### config.mk
export PLATFORM = sky130hd
export DESIGN_NAME = systolic_feeder_flat
export DESIGN_NICKNAME = d
export VERILOG_FILES = /design/src/rtl/systolic_pkg.sv /design/src/rtl/systolic_feeder_if.sv /design/src/rtl/systolic_feeder_skew_mux.sv /design/src/rtl/systolic_feeder.sv /design/src/flat_wrapper.sv
export SDC_FILE = /design/constraint.sdc
export NUM_CORES = 1
export LEC_CHECK = 0
export ABC_AREA = 1
export CAP_MARGIN = 20
export CORE_MARGIN = 3
export CORE_UTILIZATION = 50
export CTS_BUF_LIST = sky130_fd_sc_hd__clkbuf_8
export DETAILED_ROUTE_END_ITERATION = 12
export PLACE_DENSITY = 0.8
export SLEW_MARGIN = 20
export SYNTH_ARGS = -nofsm -noshare
export SYNTH_HDL_FRONTEND = slang
export SYNTH_SLANG_ARGS = --single-unit
export TNS_END_PERCENT = 20
### constraint.sdc
create_clock -name i_clk -period 19.13 [get_ports i_clk]
set_clock_uncertainty 0.2 [all_clocks]
set_input_delay 1.913 -clock i_clk [delete_from_list [all_inputs] [get_ports i_clk]]
set_output_delay 1.913 -clock i_clk [all_outputs]
set_load 0.05 [all_outputs]
### src/rtl/systolic_pkg.sv
// Shared definitions for the systolic array front end: operand width,
// feeder sequencer states and the feed-length helper.
package systolic_pkg;

   localparam int unsigned DATA_W_DEF = 8;

   typedef enum logic [1:0] {
      ST_IDLE,
      ST_FEED,
      ST_FLUSH
   } feeder_state_e;

   // Cycles needed for the last skewed operand pair to reach PE(N-1,N-1).
   function automatic int unsigned feed_steps(input int unsigned n);
      return 3 * n - 2;
   endfunction

endpackage

### src/rtl/systolic_feeder_if.sv
// Operand capture and array-edge bus between a requester and systolic_feeder.
interface systolic_feeder_if
   import systolic_pkg::*;
#(
   parameter int unsigned N      = 4,
   parameter int unsigned DATA_W = DATA_W_DEF
);

   logic                    i_start;
   logic [N*N*DATA_W-1:0]   i_matA;
   logic [N*N*DATA_W-1:0]   i_matB;
   logic                    o_busy;
   logic                    o_doProcess;
   logic [N*DATA_W-1:0]     o_rowA;
   logic [N*DATA_W-1:0]     o_colB;
   logic                    o_done;

   modport master (
      output i_start, i_matA, i_matB,
      input  o_busy, o_doProcess, o_rowA, o_colB, o_done
   );

   modport slave (
      input  i_start, i_matA, i_matB,
      output o_busy, o_doProcess, o_rowA, o_colB, o_done
   );

endinterface

### src/rtl/systolic_feeder_skew_mux.sv
// One edge lane of the feeder: picks element (t - LANE) of an N-element
// vector, or zero when that index falls outside the vector.
module skew_mux
   import systolic_pkg::*;
#(
   parameter int unsigned N      = 4,
   parameter int unsigned DATA_W = DATA_W_DEF,
   parameter int unsigned LANE   = 0,
   parameter int unsigned CNT_W  = 4
) (
   input  logic [N*DATA_W-1:0] vec_i,
   input  logic [CNT_W-1:0]    t_i,
   output logic [DATA_W-1:0]   sel_o
);

   always_comb begin
      sel_o = '0;
      for (int unsigned k = 0; k < N; k++) begin
         if (32'(t_i) == LANE + k) sel_o = vec_i[k*DATA_W +: DATA_W];
      end
   end

endmodule

### src/rtl/systolic_feeder.sv
// Latches two NxN operand matrices on start and streams them, diagonally
// skewed and zero padded, into the west and north edges of the systolic array.
module systolic_feeder
   import systolic_pkg::*;
#(
   parameter int unsigned N      = 4,
   parameter int unsigned DATA_W = DATA_W_DEF
) (
   input logic               i_clk,
   input logic               i_arst,
   systolic_feeder_if.slave  fd
);

   localparam int unsigned STEPS = feed_steps(N);
   localparam int unsigned CNT_W = $clog2(3 * N - 1);
   localparam int unsigned VEC_W = N * DATA_W;
   localparam int unsigned MAT_W = N * N * DATA_W;
   localparam logic [CNT_W-1:0] LAST_T = CNT_W'(STEPS - 1);

   feeder_state_e    state_q, state_d;
   logic [CNT_W-1:0] t_q, t_d;
   logic [MAT_W-1:0] matA_q, matA_d;
   logic [MAT_W-1:0] matB_q, matB_d;
   logic             busy_q, busy_d;
   logic             doproc_q, doproc_d;
   logic             done_q, done_d;
   logic [VEC_W-1:0] rowA_q, rowA_d;
   logic [VEC_W-1:0] colB_q, colB_d;
   logic [VEC_W-1:0] rowA_sel, colB_sel;
   logic [VEC_W-1:0] colvec [N];

   always_comb begin
      state_d = state_q;
      t_d     = t_q;
      matA_d  = matA_q;
      matB_d  = matB_q;
      case (state_q)
         ST_IDLE: begin
            if (fd.i_start) begin
               state_d = ST_FEED;
               t_d     = '0;
               matA_d  = fd.i_matA;
               matB_d  = fd.i_matB;
            end
         end
         ST_FEED: begin
            t_d = t_q + CNT_W'(1);
            if (t_q == LAST_T) state_d = ST_FLUSH;
         end
         ST_FLUSH: state_d = ST_IDLE;
         default:  state_d = ST_IDLE;
      endcase
   end

   // Outputs are computed from next-state values so the first skewed pair
   // appears in the cycle right after the start is accepted.
   always_comb begin
      busy_d   = (state_d != ST_IDLE);
      doproc_d = (state_d == ST_FEED);
      done_d   = (state_d == ST_FLUSH);
      rowA_d   = doproc_d ? rowA_sel : '0;
      colB_d   = doproc_d ? colB_sel : '0;
   end

   // Column j of B gathered into a contiguous vector indexed by row k.
   always_comb begin
      colvec = '{default: '0};
      for (int unsigned j = 0; j < N; j++) begin
         for (int unsigned k = 0; k < N; k++) begin
            colvec[j][k*DATA_W +: DATA_W] = matB_d[(k*N+j)*DATA_W +: DATA_W];
         end
      end
   end

   for (genvar g = 0; g < N; g++) begin : g_lane
      skew_mux #(
         .N      (N),
         .DATA_W (DATA_W),
         .LANE   (g),
         .CNT_W  (CNT_W)
      ) u_row (
         .vec_i (matA_d[g*VEC_W +: VEC_W]),
         .t_i   (t_d),
         .sel_o (rowA_sel[g*DATA_W +: DATA_W])
      );

      skew_mux #(
         .N      (N),
         .DATA_W (DATA_W),
         .LANE   (g),
         .CNT_W  (CNT_W)
      ) u_col (
         .vec_i (colvec[g]),
         .t_i   (t_d),
         .sel_o (colB_sel[g*DATA_W +: DATA_W])
      );
   end

   always_ff @(posedge i_clk or posedge i_arst) begin
      if (i_arst) begin
         state_q  <= ST_IDLE;
         t_q      <= '0;
         matA_q   <= '0;
         matB_q   <= '0;
         busy_q   <= 1'b0;
         doproc_q <= 1'b0;
         done_q   <= 1'b0;
         rowA_q   <= '0;
         colB_q   <= '0;
      end else begin
         state_q  <= state_d;
         t_q      <= t_d;
         matA_q   <= matA_d;
         matB_q   <= matB_d;
         busy_q   <= busy_d;
         doproc_q <= doproc_d;
         done_q   <= done_d;
         rowA_q   <= rowA_d;
         colB_q   <= colB_d;
      end
   end

   assign fd.o_busy      = busy_q;
   assign fd.o_doProcess = doproc_q;
   assign fd.o_done      = done_q;
   assign fd.o_rowA      = rowA_q;
   assign fd.o_colB      = colB_q;

endmodule

### src/flat_wrapper.sv
// flat-port wrapper written by rule: the top's interface ports become plain ports
module systolic_feeder_flat import systolic_pkg::*;
#(
   parameter int unsigned N      = 4,
   parameter int unsigned DATA_W = DATA_W_DEF
)
  (i_clk, i_arst, fd_i_start, fd_i_matA, fd_i_matB, fd_o_busy, fd_o_doProcess, fd_o_rowA, fd_o_colB, fd_o_done);
  systolic_feeder_if #(.N(N), .DATA_W(DATA_W)) fd_i ();
  input logic i_clk;
  input logic i_arst;
  input wire logic [$bits(fd_i.i_start)-1:0] fd_i_start;
  input wire logic [$bits(fd_i.i_matA)-1:0] fd_i_matA;
  input wire logic [$bits(fd_i.i_matB)-1:0] fd_i_matB;
  output wire logic [$bits(fd_i.o_busy)-1:0] fd_o_busy;
  output wire logic [$bits(fd_i.o_doProcess)-1:0] fd_o_doProcess;
  output wire logic [$bits(fd_i.o_rowA)-1:0] fd_o_rowA;
  output wire logic [$bits(fd_i.o_colB)-1:0] fd_o_colB;
  output wire logic [$bits(fd_i.o_done)-1:0] fd_o_done;
  assign fd_i.i_start = fd_i_start;
  assign fd_i.i_matA = fd_i_matA;
  assign fd_i.i_matB = fd_i_matB;
  assign fd_o_busy = fd_i.o_busy;
  assign fd_o_doProcess = fd_i.o_doProcess;
  assign fd_o_rowA = fd_i.o_rowA;
  assign fd_o_colB = fd_i.o_colB;
  assign fd_o_done = fd_i.o_done;
  systolic_feeder #(.N(N), .DATA_W(DATA_W)) u_core (.i_clk(i_clk), .i_arst(i_arst), .fd(fd_i));
endmodule
==> flow_summary.html, run 1 <==
<table>
<tr><th>Metric</th><th>Value</th></tr>
<tr><th colspan="2">Critical path</th></tr>
<tr><td>Signal arrival time at the worst endpoint</td><td>5050 ps</td></tr>
<tr><td>Crit path kind</td><td>in -&gt; reg</td></tr>
<tr><td>Top fanout value on the critical path</td><td>99</td></tr>
<tr><td>Startpoint Class</td><td>input pin</td></tr>
<tr><td>Logic depth of the worst register-to-register path</td><td>10</td></tr>
<tr><td>Endpoint of the most critical register-to-register path</td><td>u_core.fd.o_colB[5]</td></tr>
<tr><td>CP startpoint</td><td>fd_i_start</td></tr>
<tr><td>Type of element capturing the critical path</td><td>register</td></tr>
<tr><td>Worst reg2reg setup slack</td><td>14690 ps</td></tr>
<tr><td>Critical Path RT</td><td>roughly 20000 ps</td></tr>
<tr><td>Reg-to-Reg Start</td><td>u_core.state_q[0]</td></tr>
<tr><th colspan="2">Timing</th></tr>
<tr><td>Setup WS post-layout</td><td>14380 ps</td></tr>
<tr><td>Worst-case hold slack</td><td>267.7 ps</td></tr>
<tr><td>Slew @ Worst Pin</td><td>1061 ps</td></tr>
<tr><td>Max transition margin</td><td>29.27%</td></tr>
<tr><td>Number of setup violations in the final report</td><td>0</td></tr>
<tr><td>Final max-slew violation count</td><td>0</td></tr>
<tr><td>Post-route fraction of the period consumed by the critical path</td><td>24.82%</td></tr>
<tr><td>Unrepaired setup endpoints after global routing</td><td>false</td></tr>
<tr><td>FMAX</td><td>210.6 MHz</td></tr>
<tr><td>Post-route minimum period</td><td>approximately 4700 ps</td></tr>
<tr><td>Final setup TNS</td><td>0 ps</td></tr>
<tr><td>Hold violation count in the final report</td><td>0</td></tr>
<tr><th colspan="2">Worst hold path</th></tr>
<tr><td>Worst min path class</td><td>reg -&gt; reg</td></tr>
<tr><td>Startpoint of the worst hold path</td><td>u_core.matA_q[15]</td></tr>
<tr><td>Hold path cells</td><td>2</td></tr>
<tr><td>Hold endpoint</td><td>u_core.matA_q[15]</td></tr>
<tr><th colspan="2">Global route</th></tr>
<tr><td>Grt total ovfl</td><td>0</td></tr>
<tr><td>GR Util All Layers</td><td>26.72%</td></tr>
<tr><td>First-pass GRT wire length</td><td>65400 um</td></tr>
<tr><td>Antenna violations before repair</td><td>5</td></tr>
<tr><td>Via count of the first global-routing pass</td><td>12280</td></tr>
<tr><td>Maximum number of pins on one net before global-route repair</td><td>133</td></tr>
<tr><th colspan="2">Clocking</th></tr>
<tr><td>Maximum clock path buffer count</td><td>3</td></tr>
<tr><td>Clock Sinks</td><td>329</td></tr>
<tr><td>Max H-tree Level</td><td>2</td></tr>
<tr><td>Clock latency on the worst-skew pair</td><td>570 ps</td></tr>
<tr><td>Clock tree from TritonCTS</td><td>yes</td></tr>
<tr><td>CTS Root Buffer Type</td><td>clkbuf_8</td></tr>
<tr><td>CTS resizes</td><td>0</td></tr>
<tr><td>Clock buffer count from CTS</td><td>52</td></tr>
<tr><td>CTS Hold Bufs</td><td>0</td></tr>
<tr><td>Number of buffers added for setup after CTS</td><td>0</td></tr>
<tr><td>Post-CTS clock slew at the launch and capture registers of the worst setup and hold paths</td><td>roughly 60 ps</td></tr>
<tr><th colspan="2">Detailed routing</th></tr>
<tr><td>Per-cell via count in the routed design</td><td>5.295</td></tr>
<tr><td>Overall via count from detail_route</td><td>12070</td></tr>
<tr><td>Drt wl/cell</td><td>18.03 um</td></tr>
<tr><td>Post-DRT Antenna Nets</td><td>0</td></tr>
<tr><td>Post-route DRC violation count</td><td>0</td></tr>
<tr><td>Total wirelength of the detailed-routed design</td><td>41110 um</td></tr>
<tr><td>Initial DRC Count</td><td>~1100</td></tr>
<tr><td>Number of iterations in the first detailed-routing pass</td><td>6</td></tr>
<tr><th colspan="2">Placement</th></tr>
<tr><td>Final weighted congestion in routability-driven placement</td><td>around 0.89</td></tr>
<tr><td>Placement-stage worst setup slack</td><td>approximately 14000 ps</td></tr>
<tr><td>Detailed-placement wirelength estimate</td><td>27310 um</td></tr>
<tr><td>I/O Buffers</td><td>325</td></tr>
<tr><td>Placed standard-cell area</td><td>17690 um^2</td></tr>
<tr><th colspan="2">Synth</th></tr>
<tr><td>Instance count of the mapped netlist</td><td>1568</td></tr>
<tr><td>Post-synth EDFFs</td><td>0</td></tr>
<tr><td>Register area share after synthesis</td><td>between 50% and 60%</td></tr>
<tr><td>Post-synthesis net count</td><td>1829</td></tr>
<tr><td>Unique masters post-synth</td><td>22</td></tr>
<tr><td>Post-synth design cell area</td><td>~14000 um^2</td></tr>
<tr><td>Dominant register cell in the synthesized netlist</td><td>dfrtp_1</td></tr>
<tr><td>Synthesis Warnings</td><td>0</td></tr>
<tr><td>Number of synthesized register bits</td><td>between 300 and 400</td></tr>
<tr><td>Post-synth ARST share</td><td>100.0%</td></tr>
<tr><td>Post-synthesis average cell area</td><td>9.096 um^2</td></tr>
<tr><th colspan="2">Final layout</th></tr>
<tr><td>Commonest non-fill, non-tap cell in the layout</td><td>nand2_1</td></tr>
<tr><td>Final nets</td><td>about 2100</td></tr>
<tr><td>Commonest cells after routing, fill and taps aside</td><td>nand2_1 (406), dfrtp_1 (329), clkdlybuf4s50_1 (324), nand3_1 (211), inv_1 (139)</td></tr>
<tr><td>Area added between synthesis and finish</td><td>32.10%</td></tr>
<tr><td>Layout Cell Area excl Fill</td><td>18840 um^2</td></tr>
<tr><td>Layout cells sized above 1</td><td>10.01%</td></tr>
<tr><td>FILL cells</td><td>about 2200</td></tr>
<tr><th colspan="2">Floorplan</th></tr>
<tr><td>X dimension of the die</td><td>174.9 um</td></tr>
<tr><td>Die height</td><td>174.9 um</td></tr>
<tr><td>Die ar.</td><td>30590 um^2</td></tr>
<tr><td>Total number of placement rows</td><td>61</td></tr>
<tr><td>IO Pins</td><td>approximately 330</td></tr>
<tr><td>Initial core utilization</td><td>a little over 50%</td></tr>
<tr><td>Std-Cell Core Area</td><td>27930 um^2</td></tr>
<tr><th colspan="2">Pwr</th></tr>
<tr><td>Leakage component of the power</td><td>9.454 nW</td></tr>
<tr><td>Switching fraction of total power</td><td>41.97%</td></tr>
<tr><td>Clock share of power</td><td>20.1%</td></tr>
<tr><td>Power density relative to cell area</td><td>around 170 nW/um^2</td></tr>
<tr><td>Seq pwr share</td><td>34.5%</td></tr>
<tr><td>Maximum ir drop on the vdd rail</td><td>0.08749 mV</td></tr>
<tr><td>Internal power of the cells</td><td>around 1.8 mW</td></tr>
<tr><td>P_sw</td><td>around 1.3 mW</td></tr>
<tr><td>Portion of total power attributed to combinational logic</td><td>45.4%</td></tr>
<tr><th colspan="2">Run</th></tr>
<tr><td>Number of max-cap violations</td><td>0</td></tr>
<tr><th colspan="2">Run status</th></tr>
<tr><td>Result of the run</td><td>complete, no violations</td></tr>
</table>
==> per-layer routing <==
metal	track usage [%]	wire, um	up-vias
met4	10.74	1555	2
met2	42.90	19560	546
met5	0	13	-
li1	-	-	5621
met1	35.14	16500	5807
met3	6.606	3474	97
==> logic make-up after synthesis <==
family                   after synthesis  synth area share [%]
AO/OA/AOI/OAI                        160                 5.641
adder cells (fa/ha/maj)                2                0.1754
buffers and inverters                231                 6.501
flip-flops                           329                 57.72
multiplexers                         111                 8.474
AND/OR/NAND/NOR                      735                 21.48
==> worst max path at each step <==
stage / endpoint / cells past startpoint / slack [ps]
finish: u_core.fd.o_colB[5] / 10 / 14380
global route: u_core.fd.o_colB[5] / 10 / 14100
CTS: u_core.fd.o_colB[4] / 10 / 14400
detailed placement: u_core.fd.o_colB[4] / 10 / 13830
global placement: u_core.fd.o_colB[4] / 10 / 14020
floorplan: u_core.fd.o_busy / 1 / 7910
==> registers in the layout, indices dropped and copies added (netlist names) <==
register	flops
u_core.fd.o_colB	32
u_core.t_q	4
u_core.fd.o_rowA	32
u_core.fd.o_busy	1
u_core.state_q	2
u_core.matB_q	128
u_core.matA_q	128
u_core.fd.o_doProcess	1
u_core.fd.o_done	1
==> critical path, cell delays in order <==
cell and delay [ps]:
buf_4 320, nand2_8 410, nand2_1 190, nand2_1 120
a21oi_4 130, buf_4 700, nand2_1 610, o21ai_0 380
nor2_1 90, nor2_1 90
==> final cells by class <==
| type | instances | area, um^2 | share of cell area [%] |
|---|---|---|---|
| Sequential cell | 329 | 8233 | 43.70 |
| Multi-Input combinational cell | 1008 | 5141 | 27.29 |
| Timing Repair Buffer | 338 | 3352 | 17.79 |
| Clock buffer | 67 | 922.1 | 4.894 |
| Inverter | 130 | 495.5 | 2.630 |
| Tap cell | 378 | 473.0 | 2.510 |
| Clock inverter | 26 | 214.0 | 1.136 |
| Antenna cell | 4 | 10.01 | 0.05313 |
==> synthesized netlist by cell type, types with 14 or more instances <==
cell	number	share of area, %
nand2_1	407	11
dfrtp_1	329	58
nand3_1	211	7.4
o21ai_0	127	4.5
inv_1	123	3.2
nor2_1	106	2.8
mux2_2	78	6.2
clkbuf_1	57	1.5
buf_2	39	1.4
mux2i_1	33	2.3
o21ai_1	18	0.63
a21oi_1	14	0.49
==> through the flow <==
| stage | util, % | total power [mW] | std cells |
|---|---|---|---|
| 4_1_cts | 67.40 | 3.191 | 2276 |
| 2_1_floorplan | - | 2.117 | 1568 |
| 3_3_place_gp | 63.33 | 2.478 | 2183 |
| 3_5_place_dp | 63.33 | 2.541 | 2183 |
| 5_1_grt | 67.45 | 3.414 | 2280 |
| 6_report | 67.45 | 3.185 | 2280 |
==> power groups by stage <==
stage                     sequential (mW)  clock (mW)  combinational (mW)
final                                1.10       0.640                1.45
after floorplan                      1.21           0               0.912
after global routing                 1.12       0.683                1.61
after global placement               1.09           0                1.38
after detailed placement             1.11           0                1.43
after CTS                            1.10       0.650                1.44
Note: power is estimated with default switching activity, not from simulation.
==> run 2, diff against run 1 <==
- clock period: 19.13 -> 4.7 ns (I/O delays scaled with it)
==> run 2 against run 1 <==
Net effect: flip-flop and latch count did not move; register-to-register slack got worse by 14000 ps; die area did not move; final cell count rose by 0.18%; clock power rose to 3.7 times the previous value; largest cell class unchanged.
==> flow_summary.html, run 2 (synthesized netlist as in run 1, its figures left out) <==
<table>
<tr><th>Metric</th><th>Value</th></tr>
<tr><th colspan="2">Run status</th></tr>
<tr><td>Result of the run</td><td>complete, no violations</td></tr>
<tr><th colspan="2">Clocking</th></tr>
<tr><td>Post-CTS clock slew at the launch and capture registers of the worst setup and hold paths</td><td>60 ps (about the same)</td></tr>
<tr><td>CTS resizes</td><td>0 (unchanged)</td></tr>
<tr><td>Clock latency on the worst-skew pair</td><td>570 ps (about the same)</td></tr>
<tr><td>Max H-tree Level</td><td>2 (unchanged)</td></tr>
<tr><td>CTS Root Buffer Type</td><td>clkbuf_8</td></tr>
<tr><td>Clock tree from TritonCTS</td><td>yes</td></tr>
<tr><td>Maximum clock path buffer count</td><td>3 (unchanged)</td></tr>
<tr><td>Clock Sinks</td><td>329 (unchanged)</td></tr>
<tr><td>Clock buffer count from CTS</td><td>53 (+1.9%)</td></tr>
<tr><th colspan="2">Global route</th></tr>
<tr><td>First-pass GRT wire length</td><td>64890 um (-0.77%)</td></tr>
<tr><td>Antenna violations before repair</td><td>5 (unchanged)</td></tr>
<tr><td>GR Util All Layers</td><td>26.56% (-0.16 points)</td></tr>
<tr><td>Via count of the first global-routing pass</td><td>12100 (-1.5%)</td></tr>
<tr><td>Grt total ovfl</td><td>0 (unchanged)</td></tr>
<tr><td>Maximum number of pins on one net before global-route repair</td><td>134 (+0.75%)</td></tr>
<tr><th colspan="2">Final layout</th></tr>
<tr><td>Commonest non-fill, non-tap cell in the layout</td><td>nand2_1</td></tr>
<tr><td>FILL cells</td><td>2163 (-1.9%)</td></tr>
<tr><td>Leading registers by flop count</td><td>u_core.matA_q: 128 flops, u_core.matB_q: 128 flops</td></tr>
<tr><td>Final nets</td><td>2126 (+0.28%)</td></tr>
<tr><td>Commonest cells after routing, fill and taps aside</td><td>nand2_1 (405), dfrtp_1 (329), clkdlybuf4s50_1 (324), nand3_1 (211), inv_1 (146)</td></tr>
<tr><td>Layout cells sized above 1</td><td>9.926% (-0.084 points)</td></tr>
<tr><td>Area taken by multi-input logic gates</td><td>5144 um^2 (about the same)</td></tr>
<tr><td>Area added between synthesis and finish</td><td>31.77%</td></tr>
<tr><td>Non-Filler Instances</td><td>2284 (+0.18%)</td></tr>
<tr><td>Register area</td><td>8233 um^2 (unchanged)</td></tr>
<tr><th colspan="2">Placement</th></tr>
<tr><td>Final weighted congestion in routability-driven placement</td><td>0.8726 (-2.4%)</td></tr>
<tr><td># placed instances</td><td>2187 (+0.18%)</td></tr>
<tr><td>Detailed-placement wirelength estimate</td><td>27590 um (+1.0%)</td></tr>
<tr><td>I/O Buffers</td><td>325 (unchanged)</td></tr>
<tr><td>Placement-stage worst setup slack</td><td>873.5 ps (-12960 ps)</td></tr>
<tr><th colspan="2">Pwr</th></tr>
<tr><td>Switching fraction of total power</td><td>42.81% (+0.85 points)</td></tr>
<tr><td>Seq pwr share</td><td>35.0% (+0.5 points)</td></tr>
<tr><td>Maximum ir drop on the vdd rail</td><td>0.4682 mV (+440%)</td></tr>
<tr><td>Sum of internal, switching and leakage power</td><td>12.80 mW (+300%)</td></tr>
<tr><td>P_sw</td><td>5.480 mW (+310%)</td></tr>
<tr><td>Internal power of the cells</td><td>7.319 mW (+300%)</td></tr>
<tr><td>Leakage component of the power</td><td>9.456 nW (about the same)</td></tr>
<tr><td>Clock share of power</td><td>18.4% (-1.7 points)</td></tr>
<tr><td>Portion of total power attributed to combinational logic</td><td>46.6% (+1.2 points)</td></tr>
<tr><td>Power density relative to cell area</td><td>681.1 nW/um^2 (+300%)</td></tr>
<tr><th colspan="2">Floorplan</th></tr>
<tr><td>X dimension of the die</td><td>174.9 um (unchanged)</td></tr>
<tr><td>Die ar.</td><td>30590 um^2 (unchanged)</td></tr>
<tr><td>IO Pins</td><td>326 (unchanged)</td></tr>
<tr><td>Initial core utilization</td><td>51.06% (unchanged)</td></tr>
<tr><td>Total number of placement rows</td><td>61 (unchanged)</td></tr>
<tr><td>Std-Cell Core Area</td><td>27930 um^2 (unchanged)</td></tr>
<tr><td>Die height</td><td>174.9 um (unchanged)</td></tr>
<tr><th colspan="2">Critical path</th></tr>
<tr><td>Largest incremental delay on the critical path</td><td>920 ps (+220 ps)</td></tr>
<tr><td>Cell repeated most along the worst path</td><td>buf_4</td></tr>
<tr><td>Kind of cell with the highest combined delay on the critical path</td><td>buffers and inverters</td></tr>
<tr><td>Top fanout value on the critical path</td><td>96 (-3.0%)</td></tr>
<tr><td>Signal arrival time at the worst endpoint</td><td>3810 ps (-1240 ps)</td></tr>
<tr><td>Slowest stage cell on the critical path</td><td>buf_4</td></tr>
<tr><td>Number of buffers and inverters on the critical path</td><td>2 (unchanged)</td></tr>
<tr><td>Startpoint Class</td><td>register</td></tr>
<tr><td>Type of element capturing the critical path</td><td>register</td></tr>
<tr><td>Critical path, cell by cell</td><td>nor2_4, nand2_8, buf_4, buf_4, mux2_2, o21ai_0, nor2_1</td></tr>
<tr><td>Crit path kind</td><td>reg -&gt; reg</td></tr>
<tr><td>Critical Path RT</td><td>4950 ps (-14480 ps)</td></tr>
<tr><th colspan="2">Detailed routing</th></tr>
<tr><td>Total wirelength of the detailed-routed design</td><td>41330 um (+0.53%)</td></tr>
<tr><td>Post-DRT Antenna Nets</td><td>0 (unchanged)</td></tr>
<tr><td>Initial DRC Count</td><td>1285 (+22%)</td></tr>
<tr><td>Overall via count from detail_route</td><td>12040 (-0.27%)</td></tr>
<tr><td>Post-route DRC violation count</td><td>0 (unchanged)</td></tr>
<tr><td>Drt wl/cell</td><td>18.10 um (+0.36%)</td></tr>
<tr><td>Number of iterations in the first detailed-routing pass</td><td>7 (+1)</td></tr>
<tr><td>Per-cell via count in the routed design</td><td>5.272 (-0.44%)</td></tr>
<tr><th colspan="2">Timing</th></tr>
<tr><td>Number of setup violations in the final report</td><td>0 (unchanged)</td></tr>
<tr><td>Final setup TNS</td><td>0 ps (unchanged)</td></tr>
<tr><td>Unrepaired setup endpoints after global routing</td><td>false</td></tr>
<tr><td>Setup WS post-layout</td><td>1145 ps (-13240 ps)</td></tr>
<tr><td>Final max-slew violation count</td><td>0 (unchanged)</td></tr>
<tr><td>Hold violation count in the final report</td><td>0 (unchanged)</td></tr>
<tr><td>Post-route minimum period</td><td>3555 ps</td></tr>
<tr><td>Post-route fraction of the period consumed by the critical path</td><td>75.64%</td></tr>
<tr><td>Slew @ Worst Pin</td><td>1031 ps (-30.27 ps)</td></tr>
<tr><td>FMAX</td><td>between 200 and 300 MHz</td></tr>
<tr><td>Max transition margin</td><td>31.28% (+2.0 points)</td></tr>
<tr><th colspan="2">Run</th></tr>
<tr><td>Number of max-cap violations</td><td>0 (unchanged)</td></tr>
<tr><th colspan="2">Worst hold path</th></tr>
<tr><td>Worst min path class</td><td>in -&gt; reg</td></tr>
</table>
-- run 2: changes by cell type in the layout (fill, tap and decap cells not counted) --
cell,previous run,this run
clkbuf_8,67,66
diode_2,4,2
nand2_1,406,405
inv_8,1,0
dlygate4sd3_1,0,1
bufinv_16,4,0
buf_4,13,15
nand2_2,3,4
buf_12,0,3
inv_1,139,146
buf_6,1,0
-- run 2: worst reg2reg max path, cell delays in order, from the launching register on --
cell and delay [ps]:
dfrtp_1 450, nor2_4 90, nand2_8 280, buf_4 720
buf_4 950, mux2_2 480, o21ai_0 200, nor2_1 80
-- run 2: power groups by stage --
stage / logic, mW / registers, mW / clock network (mW)
after CTS: 5.94 / 4.47 / 2.40
after global routing: 6.61 / 4.57 / 2.53
after global placement: 5.67 / 4.45 / 0
after floorplan: 3.71 / 4.91 / 0
final: 5.96 / 4.47 / 2.36
after detailed placement: 5.90 / 4.51 / 0
-- run 2: path summary, 6_finish.rpt --
check,depth (start not counted),slack [ps],end,from
max in group asynchronous,5,2300,u_core.matA_q[12],i_arst
min in group asynchronous,3,520,u_core.matA_q[124],i_arst
worst min register to register,2,270,u_core.matB_q[5],u_core.matB_q[5]
worst min-delay path,3,210,u_core.matA_q[114],fd_i_start
worst max-delay path,7,1150,u_core.fd.o_colB[26],u_core.state_q[0]
worst max register to register,7,1150,u_core.fd.o_colB[26],u_core.state_q[0]
-- run 2: metal layers --
metal	wire length, um	up-vias	global-route usage, %
li1	-	5615	-
met1	16980	5754	35.69
met2	19710	568	42.72
met3	3190	98	5.715
met4	1418	6	10.04
met5	30	-	0
-- run 2: timing repair --
item	CTS	global route
endpoints found under the hold margin	1	0
hold buffers	1	0
setup buffers	0	0
-- run 2: area by class of cell --
cell class,count,share of cell area (%)
Antenna cell,2,0.02663
Multi-Input combinational cell,1008,27.37
Sequential cell,329,43.81
Timing Repair Buffer,343,18.23
Clock buffer,66,4.834
Tap cell,378,2.517
Clock inverter,28,0.5992
Inverter,130,2.617
-- run 2: through the flow --
stage	instance area, um^2	utilization (%)	hold WS, ps
3_3_place_gp	17730	63.49	249.9
5_1_grt	18790	67.28	204.6
6_report	18790	67.28	207.1
2_1_floorplan	14270	-	238.2
3_5_place_dp	17750	63.56	255.3
4_1_cts	18790	67.25	170.9
==> run 3, diff against run 2 <==
- CORE_UTILIZATION: 50 -> 47
- PLACE_DENSITY: 0.8 -> 0.79
- clock period: 4.7 -> 3.25 ns (I/O delays scaled with it)
==> run 3 against run 2 <==
Net effect: non-clock buffer count up 13; first-iteration DRC count down 22%; sequential share of layout area down 0.34 points; sequential power up 45%; critical path type unchanged; critical endpoint is now u_core.fd.o_colB[5]; setup slack worse by 830 ps; largest power group unchanged.
==> flow_summary.html, run 3 (synthesized netlist as in run 1, its figures left out) <==
<table>
<tr><th>Metric</th><th>Value</th></tr>
<tr><th colspan="2">Run status</th></tr>
<tr><td>Result of the run</td><td>complete, no violations</td></tr>
<tr><th colspan="2">Final layout</th></tr>
<tr><td>Area added between synthesis and finish</td><td>32.78%</td></tr>
<tr><td>Layout cells sized above 1</td><td>10.49% (+0.56 points)</td></tr>
<tr><td>Non-Filler Instances</td><td>2309 (+1.1%)</td></tr>
<tr><td>Commonest non-fill, non-tap cell in the layout</td><td>nand2_1</td></tr>
<tr><td>Commonest cells after routing, fill and taps aside</td><td>nand2_1 (406), dfrtp_1 (329), clkdlybuf4s50_1 (324), nand3_1 (211), inv_1 (145)</td></tr>
<tr><td>Leading registers by flop count</td><td>u_core.matA_q: 128 flops, u_core.matB_q: 128 flops</td></tr>
<tr><td>Final nets</td><td>2139 (+0.61%)</td></tr>
<tr><td>Util after Layout</td><td>63.56% (-3.7 points)</td></tr>
<tr><th colspan="2">Detailed routing</th></tr>
<tr><td>Post-route DRC violation count</td><td>0 (unchanged)</td></tr>
<tr><td>Drt wl/cell</td><td>18.14 um (+0.23%)</td></tr>
<tr><td>Per-cell via count in the routed design</td><td>5.276 (about the same)</td></tr>
<tr><td>Total wirelength of the detailed-routed design</td><td>41880 um (+1.3%)</td></tr>
<tr><td>Number of iterations in the first detailed-routing pass</td><td>5 (-2)</td></tr>
<tr><td>Post-DRT Antenna Nets</td><td>0 (unchanged)</td></tr>
<tr><td>Initial DRC Count</td><td>1006 (-22%)</td></tr>
<tr><td>Overall via count from detail_route</td><td>12180 (+1.2%)</td></tr>
<tr><th colspan="2">Placement</th></tr>
<tr><td>I/O Buffers</td><td>325 (unchanged)</td></tr>
<tr><td># placed instances</td><td>2212 (+1.1%)</td></tr>
<tr><td>Detailed-placement wirelength estimate</td><td>28490 um (+3.3%)</td></tr>
<tr><td>Final weighted congestion in routability-driven placement</td><td>0.8987 (+3.0%)</td></tr>
<tr><th colspan="2">Timing</th></tr>
<tr><td>Hold violation count in the final report</td><td>0 (unchanged)</td></tr>
<tr><td>Post-route fraction of the period consumed by the critical path</td><td>90.17% (+15 points)</td></tr>
<tr><td>Max transition margin</td><td>46.11% (+15 points)</td></tr>
<tr><td>FMAX</td><td>341.2 MHz (+21%)</td></tr>
<tr><td>Slew @ Worst Pin</td><td>807.5 ps (-223.3 ps)</td></tr>
<tr><td>Number of setup violations in the final report</td><td>0 (unchanged)</td></tr>
<tr><td>Worst-case hold slack</td><td>22.58 ps (-184.6 ps)</td></tr>
<tr><td>Unrepaired setup endpoints after global routing</td><td>false</td></tr>
<tr><td>Final max-slew violation count</td><td>0 (unchanged)</td></tr>
<tr><td>Post-route minimum period</td><td>2930 ps (-624.5 ps)</td></tr>
<tr><th colspan="2">Global route</th></tr>
<tr><td>Via count of the first global-routing pass</td><td>12570 (+4.0%)</td></tr>
<tr><td>Grt total ovfl</td><td>0 (unchanged)</td></tr>
<tr><td>Maximum number of pins on one net before global-route repair</td><td>146 (+9.0%)</td></tr>
<tr><td>GR Util All Layers</td><td>25.56% (-1.0 points)</td></tr>
<tr><td>First-pass GRT wire length</td><td>67030 um (+3.3%)</td></tr>
<tr><td>Antenna violations before repair</td><td>5 (unchanged)</td></tr>
<tr><th colspan="2">Floorplan</th></tr>
<tr><td>X dimension of the die</td><td>180.2 um (+3.0%)</td></tr>
<tr><td>IO Pins</td><td>326 (unchanged)</td></tr>
<tr><td>Die ar.</td><td>32470 um^2 (+6.2%)</td></tr>
<tr><td>Std-Cell Core Area</td><td>29800 um^2 (+6.7%)</td></tr>
<tr><td>Total number of placement rows</td><td>63 (+3.3%)</td></tr>
<tr><td>Initial core utilization</td><td>47.87% (-3.2 points)</td></tr>
<tr><td>Die height</td><td>180.2 um (+3.0%)</td></tr>
<tr><th colspan="2">Clocking</th></tr>
<tr><td>Clock buffer count from CTS</td><td>53 (unchanged)</td></tr>
<tr><td>Post-CTS clock slew at the launch and capture registers of the worst setup and hold paths</td><td>60 ps (about the same)</td></tr>
<tr><td>Clock tree from TritonCTS</td><td>yes</td></tr>
<tr><td>CTS Root Buffer Type</td><td>clkbuf_8</td></tr>
<tr><td>Maximum clock path buffer count</td><td>3 (unchanged)</td></tr>
<tr><td>Clock Sinks</td><td>329 (unchanged)</td></tr>
<tr><td>Clock latency on the worst-skew pair</td><td>570 ps (about the same)</td></tr>
<tr><td>Max H-tree Level</td><td>2 (unchanged)</td></tr>
<tr><td>CTS resizes</td><td>0 (unchanged)</td></tr>
<tr><th colspan="2">Pwr</th></tr>
<tr><td>Sum of internal, switching and leakage power</td><td>18.55 mW (+45%)</td></tr>
<tr><td>Maximum ir drop on the vdd rail</td><td>0.5156 mV (+10%)</td></tr>
<tr><td>Power density relative to cell area</td><td>979.7 nW/um^2 (+44%)</td></tr>
<tr><td>Leakage component of the power</td><td>9.528 nW (+0.76%)</td></tr>
<tr><th colspan="2">Critical path</th></tr>
<tr><td>Type of element capturing the critical path</td><td>register</td></tr>
<tr><td>Critical Path RT</td><td>3530 ps (-1420 ps)</td></tr>
<tr><td>Logic depth of the worst register-to-register path</td><td>10 (+3)</td></tr>
<tr><td>Crit path kind</td><td>reg -&gt; reg</td></tr>
<tr><td>Signal arrival time at the worst endpoint</td><td>3210 ps (-600 ps)</td></tr>
<tr><td>Top fanout value on the critical path</td><td>38 (-60%)</td></tr>
<tr><td>Startpoint Class</td><td>register</td></tr>
<tr><th colspan="2">Run</th></tr>
<tr><td>Number of max-cap violations</td><td>0 (unchanged)</td></tr>
<tr><th colspan="2">Worst hold path</th></tr>
<tr><td>Worst min path class</td><td>in -&gt; async</td></tr>
</table>
-- run 3: changes by cell type in the layout (fill, tap and decap cells not counted) --
| cell | before | now |
|---|---|---|
| buf_4 | 15 | 25 |
| diode_2 | 2 | 3 |
| clkinv_2 | 3 | 4 |
| clkbuf_8 | 66 | 65 |
| nand2_2 | 4 | 3 |
| inv_1 | 146 | 145 |
| buf_16 | 0 | 1 |
| buf_12 | 3 | 5 |
| nand2_1 | 405 | 406 |
-- run 3: through the flow --
| stage | cell area (um^2) | setup WS [ps] | setup TNS [ps] |
|---|---|---|---|
| global placement | 17880 | 473.5 | 0 |
| global route | 18940 | 92.94 | 0 |
| floorplan | 14270 | -1668 | -548670 |
| finish | 18940 | 319.6 | 0 |
| CTS | 18930 | 293.9 | 0 |
| detailed placement | 17910 | 371.1 | 0 |
-- run 3: final cells by class --
| class | count | area [um^2] |
|---|---|---|
| sequential | 329 | 8233 |
| timing repair buffer | 356 | 3568 |
| clock buffer | 65 | 894.6 |
| clock inverter | 28 | 113.9 |
| fill | 2392 | 10860 |
| tap | 390 | 488.0 |
| multi-input combinational | 1008 | 5141 |
| antenna | 3 | 7.507 |
| inverter | 130 | 491.7 |
-- run 3: what timing repair did --
action | 4_1_cts | 5_1_grt
hold buffers | 1 | 0
endpoints found under the hold margin | 1 | 0
buffers inserted | 0 | 0
-- run 3: path summary, 6_finish.rpt --
path	endpoint	slack, ps	startpoint
worst max-delay path	u_core.fd.o_colB[5]	320	u_core.state_q[0]
worst min-delay path	u_core.matA_q[125]	20	i_arst
worst max register to register	u_core.fd.o_colB[5]	320	u_core.state_q[0]
worst min register to register	u_core.matB_q[11]	270	u_core.matB_q[11]
max in group asynchronous	u_core.state_q[1]	1910	i_arst
min in group i_clk	u_core.matA_q[118]	140	fd_i_matA[118]
-- run 3: layer usage --
layer | GRT usage (%) | vias up | wire, um
met2 | 39.99 | 544 | 19270
met3 | 6.742 | 97 | 3713
met1 | 34.49 | 5879 | 17390
met5 | 0 | - | 21
met4 | 9.764 | 4 | 1481
li1 | - | 5659 | -
-- run 3: power breakdown --
part	internal, mW	switching, mW	leakage, nW	total (mW)
Clock	1.79	1.57	0.606	3.36
Sequential	5.94	0.519	4.03	6.46
Combinational	2.92	5.81	4.89	8.73
Total	10.7	7.90	9.53	18.6
-- run 3: worst max-delay path: stages (launching register included) --
cell and delay, ps:
dfrtp_1 440, nor2_4 190, nand2_8 200, nand2_1 120
nand2_1 100, a21oi_4 140, buf_4 430, nand2_1 500
o21ai_0 340, nor2_1 80, nor2_1 120
